$ cat config.mk
export PLATFORM = sky130hd
export DESIGN_NAME = issue_picker
export DESIGN_NICKNAME = d
export VERILOG_FILES = /design/src/rtl/issue_pkg.sv /design/src/rtl/issue_slot.sv /design/src/rtl/issue_picker.sv
export SDC_FILE = /design/constraint.sdc
export NUM_CORES = 1
export LEC_CHECK = 0
export BUFFER_PORTS_ARGS = -buffer_cell sky130_fd_sc_hd__buf_4
export CAP_MARGIN = 20
export CORE_ASPECT_RATIO = 0.9
export CORE_MARGIN = 5
export CORE_UTILIZATION = 40
export CTS_CLUSTER_SIZE = 8
export DETAILED_ROUTE_END_ITERATION = 10
export PLACE_DENSITY = 0.73
export SYNTH_ARGS = -nofsm -noshare
export SYNTH_HDL_FRONTEND = slang
export SYNTH_SLANG_ARGS = --single-unit
$ cat constraint.sdc
create_clock -name clk -period 2.5 [get_ports clk]
set_input_delay 0.125 -clock clk [delete_from_list [all_inputs] [get_ports clk]]
set_output_delay 0.125 -clock clk [all_outputs]
set_load 0.05 [all_outputs]
$ cat src/rtl/issue_pkg.sv
// Shared constants for the issue stage.
//   WIN_DEPTH : number of issue window entries (entry 0 is the oldest)
//   ROB_W     : width of a destination ROB tag
//   PIPE_*    : index of each execute pipe in per-pipe vectors
package issue_pkg;

  localparam int WIN_DEPTH = 4;
  localparam int ROB_W     = 4;
  localparam int NUM_PIPES = 4;

  localparam int PIPE_ALU  = 0;
  localparam int PIPE_MUL  = 1;
  localparam int PIPE_MEM  = 2;
  localparam int PIPE_BRU  = 3;

endpackage

$ cat src/rtl/issue_slot.sv
// One per-pipe issue register: holds the ROB tag of the op waiting for its
// execute pipe, with a valid/ready handshake and a flush that drops it.
//   clk, resetn   : clock, synchronous active-low reset
//   flush         : branch flush, drops the held op
//   load, load_rob: a new op was picked for this pipe this cycle
//   ready         : execute pipe accepts the held op
//   valid, rob    : registered issue valid and destination ROB tag
module issue_slot
  import issue_pkg::*;
(
  input  logic             clk,
  input  logic             resetn,
  input  logic             flush,
  input  logic             load,
  input  logic [ROB_W-1:0] load_rob,
  input  logic             ready,
  output logic             valid,
  output logic [ROB_W-1:0] rob
);

  // Issue register update: flush beats a new load, a new load beats a retire.
  always_ff @(posedge clk) begin
    if (!resetn) begin
      valid <= 1'b0;
      rob   <= {ROB_W{1'b0}};
    end else if (flush) begin
      valid <= 1'b0;
      rob   <= rob;
    end else if (load) begin
      valid <= 1'b1;
      rob   <= load_rob;
    end else if (ready) begin
      valid <= 1'b0;
      rob   <= rob;
    end else begin
      valid <= valid;
      rob   <= rob;
    end
  end

endmodule

$ cat src/rtl/issue_picker.sv
// Issue select for the 4-entry window: picks the oldest ready entry whose
// target pipe can take it, keeps memory ops in window order, tracks MUL
// occupancy and loads the per-pipe issue registers.
//   clk, resetn          : clock, synchronous active-low reset
//   bco_valid            : branch flush; suppresses the pick, empties issue regs
//   win_*                : window entry state, bit 0 = oldest
//   pick                 : one-hot (or zero) entry removed this cycle
//   iss_P_valid/rob/ready: per-pipe issue handshake toward execute
//   mul_busy             : MUL unit still occupied by an accepted op
module issue_picker
  import issue_pkg::*;
#(
  parameter int MUL_LAT = 4
) (
  input  logic                       clk,
  input  logic                       resetn,
  input  logic                       bco_valid,
  input  logic [WIN_DEPTH-1:0]       win_valid,
  input  logic [WIN_DEPTH-1:0]       win_src0_rdy,
  input  logic [WIN_DEPTH-1:0]       win_src1_rdy,
  input  logic [WIN_DEPTH-1:0]       win_pipe_alu,
  input  logic [WIN_DEPTH-1:0]       win_pipe_mul,
  input  logic [WIN_DEPTH-1:0]       win_pipe_mem,
  input  logic [WIN_DEPTH-1:0]       win_pipe_bru,
  input  logic [WIN_DEPTH*ROB_W-1:0] win_dst_rob,
  output logic [WIN_DEPTH-1:0]       pick,
  output logic                       iss_alu_valid,
  output logic                       iss_mul_valid,
  output logic                       iss_mem_valid,
  output logic                       iss_bru_valid,
  output logic [ROB_W-1:0]           iss_alu_rob,
  output logic [ROB_W-1:0]           iss_mul_rob,
  output logic [ROB_W-1:0]           iss_mem_rob,
  output logic [ROB_W-1:0]           iss_bru_rob,
  input  logic                       iss_alu_ready,
  input  logic                       iss_mul_ready,
  input  logic                       iss_mem_ready,
  input  logic                       iss_bru_ready,
  output logic                       mul_busy
);

  localparam int CNT_W = $clog2(MUL_LAT + 1);

  logic [CNT_W-1:0]     mul_cnt_r;
  logic                 mul_hs_s;
  logic [NUM_PIPES-1:0] slot_free_s;
  logic [WIN_DEPTH-1:0] elig_s;
  logic [WIN_DEPTH-1:0] pick_s;
  logic [ROB_W-1:0]     pick_rob_s;
  logic [NUM_PIPES-1:0] load_s;

  assign mul_hs_s = iss_mul_valid & iss_mul_ready;

  // Per-pipe slot availability. An op being accepted frees its slot in the
  // same cycle. For MUL with MUL_LAT>1 that accepted op starts occupying the
  // unit right now, so the slot is not offered during the handshake cycle;
  // this makes the earliest following MUL pick land MUL_LAT cycles later.
  always_comb begin
    slot_free_s           = {NUM_PIPES{1'b0}};
    slot_free_s[PIPE_ALU] = ~iss_alu_valid | iss_alu_ready;
    slot_free_s[PIPE_MEM] = ~iss_mem_valid | iss_mem_ready;
    slot_free_s[PIPE_BRU] = ~iss_bru_valid | iss_bru_ready;
    if (MUL_LAT == 1) begin
      slot_free_s[PIPE_MUL] = (~iss_mul_valid | iss_mul_ready) & (mul_cnt_r == {CNT_W{1'b0}});
    end else begin
      slot_free_s[PIPE_MUL] = ~iss_mul_valid & (mul_cnt_r == {CNT_W{1'b0}});
    end
  end

  // Eligibility: operands ready, target slot free, and a memory op only when
  // no older valid memory op sits ahead of it (valid-ness alone blocks, not
  // readiness, so memory ops leave the window strictly in order).
  always_comb begin
    logic mem_seen;
    logic tgt_free;
    elig_s   = {WIN_DEPTH{1'b0}};
    mem_seen = 1'b0;
    for (int j = 0; j < WIN_DEPTH; j++) begin
      tgt_free = (win_pipe_alu[j] & slot_free_s[PIPE_ALU]) |
                 (win_pipe_mul[j] & slot_free_s[PIPE_MUL]) |
                 (win_pipe_mem[j] & slot_free_s[PIPE_MEM]) |
                 (win_pipe_bru[j] & slot_free_s[PIPE_BRU]);
      elig_s[j] = win_valid[j] & win_src0_rdy[j] & win_src1_rdy[j] & tgt_free &
                  ~(win_pipe_mem[j] & mem_seen);
      mem_seen  = mem_seen | (win_valid[j] & win_pipe_mem[j]);
    end
  end

  // Oldest-first priority encode; nothing is picked in reset or on a flush.
  always_comb begin
    logic found;
    pick_s = {WIN_DEPTH{1'b0}};
    found  = 1'b0;
    for (int j = 0; j < WIN_DEPTH; j++) begin
      if (elig_s[j] && !found) begin
        pick_s[j] = 1'b1;
        found     = 1'b1;
      end else begin
        pick_s[j] = 1'b0;
      end
    end
    if (!resetn || bco_valid) begin
      pick_s = {WIN_DEPTH{1'b0}};
    end else begin
      pick_s = pick_s;
    end
  end

  assign pick = pick_s;

  // Tag of the picked entry and which pipe it is headed for.
  always_comb begin
    pick_rob_s = {ROB_W{1'b0}};
    for (int j = 0; j < WIN_DEPTH; j++) begin
      if (pick_s[j]) begin
        pick_rob_s = win_dst_rob[ROB_W*j +: ROB_W];
      end else begin
        pick_rob_s = pick_rob_s;
      end
    end
    load_s           = {NUM_PIPES{1'b0}};
    load_s[PIPE_ALU] = |(pick_s & win_pipe_alu);
    load_s[PIPE_MUL] = |(pick_s & win_pipe_mul);
    load_s[PIPE_MEM] = |(pick_s & win_pipe_mem);
    load_s[PIPE_BRU] = |(pick_s & win_pipe_bru);
  end

  // MUL occupancy: reloads on every accepted op; a flush does not release it
  // because the squashed op is still in the non-pipelined unit.
  always_ff @(posedge clk) begin
    if (!resetn) begin
      mul_cnt_r <= {CNT_W{1'b0}};
    end else if (mul_hs_s) begin
      mul_cnt_r <= CNT_W'(MUL_LAT - 1);
    end else if (mul_cnt_r != {CNT_W{1'b0}}) begin
      mul_cnt_r <= mul_cnt_r - CNT_W'(1);
    end else begin
      mul_cnt_r <= mul_cnt_r;
    end
  end

  assign mul_busy = (mul_cnt_r != {CNT_W{1'b0}});

  issue_slot u_slot_alu (
    .clk(clk), .resetn(resetn), .flush(bco_valid),
    .load(load_s[PIPE_ALU]), .load_rob(pick_rob_s), .ready(iss_alu_ready),
    .valid(iss_alu_valid), .rob(iss_alu_rob)
  );

  issue_slot u_slot_mul (
    .clk(clk), .resetn(resetn), .flush(bco_valid),
    .load(load_s[PIPE_MUL]), .load_rob(pick_rob_s), .ready(iss_mul_ready),
    .valid(iss_mul_valid), .rob(iss_mul_rob)
  );

  issue_slot u_slot_mem (
    .clk(clk), .resetn(resetn), .flush(bco_valid),
    .load(load_s[PIPE_MEM]), .load_rob(pick_rob_s), .ready(iss_mem_ready),
    .valid(iss_mem_valid), .rob(iss_mem_rob)
  );

  issue_slot u_slot_bru (
    .clk(clk), .resetn(resetn), .flush(bco_valid),
    .load(load_s[PIPE_BRU]), .load_rob(pick_rob_s), .ready(iss_bru_ready),
    .valid(iss_bru_valid), .rob(iss_bru_rob)
  );

endmodule

==> metrics.md <==
| Metric | Value |
|---|---|
| Starting Density | `0.417` |
| Num rows | `20` |
| P&R area growth vs syn | `46.6%` |
| Die area | `4840 sq um` |
| Critical path type | `register to output port` |
| Area share of the largest cell type after synthesis | `0.325` |
| Top FF cell, synth | `dfxtp_1` |
| LEAKAGE | `0.000934 uW` |
| Max-Cap Viols | `0` |
| Final Hold Fails | `0` |
| Clock slew at reported path FFs | `0.08 ns` |
| Synthesized area per cell | `8.98 sq um` |
| Worst path max stage delay | `0.49 ns` |
| Vias in the first global route | `1439` |
| Internal Power | `686 uW` |
| RSZ-0062 raised after global routing | `no` |
| Synth warnings | `0` |
| Antenna violations before repair | `0` |
| Highest Clock Rate | `432 MHz` |
| CP Data Arrival Time | `2.19 ns` |
| Clk pwr share | `0.214` |
| Startpoint Class | `register` |
| CTS Buffer Depth | `2` |
| Number of flops mapped to enable cells by yosys | `0` |
| Largest cells by area after synthesis | `dfxtp_1, mux2i_1, nand2_1` |
| Max H-tree Level | `1` |
| Die Height | `66.5 um` |
| GP Congestion | `0.820` |
| TritonCTS clock tree | `built` |
| Die width | `72.8 um` |
| Initial DRT Pass Iterations | `4` |
| Worst hold path class | `input pin to register` |
| Worst path required time | `2.38 ns` |
| R2R cell count | `9` |
| Post-synth cell types | `40` |
| First-pass GRT wire length | `6580 um` |
| Switching share of power | `0.337` |
| Comb power frac | `0.391` |
| Vias | `1485` |
| Worst skew pair latency | `0.26 ns` |
| Sinks on Clock Net | `23` |
| Slowest cell on crit path | `a222oi_1` |
| Io pins | `76` |
| DR DRC count | `0` |
| Crit-path cells | `nand2b_4 -> a222oi_1 -> a21o_1 -> nand3_1 -> nor2_4 -> buf_4` |
| Clock Skew | `0.00239 ns` |
| Grt total ovfl | `0` |
| Port Buffers | `75` |
| Gate Count Post-Synth | `158` |
| Root Buffer | `clkbuf_8` |
| Share of cells above drive strength 1 | `0.423` |
| PwrDens | `498 nW/um^2` |
| DR iter-0 viols | `110` |
| Fin crit share | `0.927` |
| Hold-fix buffers, CTS | `0` |
| Placed cell count | `274` |
| Total CTS buffers | `3` |
| GRT Util Overall | `0.171` |
| # Post-CTS Setup Buffers | `0` |
| Sum Neg Setup Slack | `0 ns` |
| Core outline area | `3400 sq um` |
| Status | `completed` |
| Min Tclk post-route | `2.32 ns` |
| Seq pwr share | `0.395` |
| Most common cell in the netlist | `nand2_1` |
| Relative slew slack | `0.620` |
| Net Switching | `349 uW` |
| Max-slew violations | `0` |
| ANT nets after route | `0` |
| Synth Register Bits | `23` |
| Post-synthesis sequential area ratio | `0.325` |
| Per-cell routed wire length | `15.0 um` |
| Maximum VDD drop | `0.273 mV` |
| Share of synthesized registers carrying an async set or reset | `0` |
| DR vias/cell | `5.34` |
| Synth cell count leaders | `nand2_1, dfxtp_1, mux2i_1` |
| Ant diodes | `0` |
| Crit end category | `output port` |
| Critical-path maximum fanout | `7` |
| Area leader, netlist | `dfxtp_1` |
| DP HPWL | `3460 um` |
| Largest net degree at the start of global routing | `22` |
| Final-report setup violation count | `0` |
| Worst-margin pin slew | `0.570 ns` |
| Fin nets | `288` |
| Syn nets | `211` |
| Total wire length | `4170 um` |
| Cells on Worst Hold Path | `4` |
| Non-Filler Instances | `278` |
| Mapped cell area | `1420 sq um` |
[per-stage QoR]
stage	hold WS, ns	setup slack, ns	instance area, sq um	total power (uW)	utilization
CTS	0.156	0.124	2080	1050	0.611
detailed placement	0.434	0.207	2030	823	0.597
global route	0.185	0.0216	2080	1100	0.611
global placement	0.436	0.232	2030	818	0.597
finish	0.156	0.184	2080	1040	0.611
floorplan	0.308	0.0173	1420	688	-
[placed cells by master (no fill, tap or decap), drive strengths merged, types with 3 or more instances in the layout]
cell type  instances
a211oi             3
a21oi              5
a221oi             5
a222oi             4
buf               77
clkbuf             4
dfxtp             23
inv               12
mux2i             17
nand2             26
nand2b             7
nand3              5
nor2               6
nor2b              3
o21ai              7
o22ai              4
or3                4
[power groups by stage]
stage	registers, uW	logic [uW]	clock network (uW)
CTS	409	408	230
global placement	416	402	0
finish	408	405	222
detailed placement	418	406	0
global route	412	445	245
floorplan	425	263	0
[worst max-delay path: cells and delay by family (launching register included)]
family                 cells  cell delay, ns
AOI/OAI and AO/OA          2            0.80
buffers and inverters      1            0.24
DFF                        1            0.36
and+or+nand+nor            3            0.53
[per-layer routing]
| metal | vias to the layer above | GRT usage | wire [um] |
|---|---|---|---|
| li1 | 732 | - | - |
| met1 | 656 | 0.225 | 1840 |
| met2 | 91 | 0.260 | 1670 |
| met3 | 6 | 0.0573 | 607 |
| met4 | 0 | 0.0553 | 48 |
| met5 | - | 0 | 0 |
[cells by family (layout without fill, tap and decap cells)]
| logic type | Yosys count | in the layout | synth area share |
|---|---|---|---|
| adders and majority gates | 2 | 2 | 0.0176 |
| AOI/OAI and AO/OA | 43 | 43 | 0.260 |
| buffers and inverters | 17 | 93 | 0.0467 |
| xor gates and xnor gates | 1 | 1 | 0.00617 |
| DFF | 23 | 23 | 0.325 |
| and+or+nand+nor | 55 | 55 | 0.225 |
| muxes | 17 | 17 | 0.120 |
[registers in the layout, summed over array words and instances, names as in the netlist]
name              flops
u_slot_bru.rob        4
u_slot_alu.valid      1
u_slot_mem.rob        4
u_slot_mem.valid      1
u_slot_mul.rob        4
u_slot_bru.valid      1
u_slot_alu.rob        4
u_slot_mul.valid      1
mul_cnt_r             3
[final timing paths]
check                                      start                              to  slack, ns
hold / removal                     iss_mul_ready       mul_cnt_r[2]$_SDFFE_PP0P_       0.16
hold reg to reg   u_slot_mul.rob[3]$_SDFFE_PN0P_  u_slot_mul.rob[3]$_SDFFE_PN0P_       0.46
setup / recovery   u_slot_mem.valid$_SDFFE_PP0P_                         pick[3]       0.18
setup reg to reg       mul_cnt_r[0]$_SDFFE_PN0P_  u_slot_mem.rob[3]$_SDFFE_PN0P_       0.20
[repair_timing]
| action | in CTS | in global routing |
|---|---|---|
| setup endpoints to repair | 0 | 4 |
| hold endpoints to repair | 0 | 0 |
| resized for setup | 0 | 1 |
[cell type report]
class	count	area [sq um]
clock buffer	4	45.0
fill	333	1320
inverter	12	45.0
multi-input combinational	118	893
sequential	23	463
tap	44	55.1
timing repair buffer	77	578
Note: power is estimated with default switching activity, not from simulation.
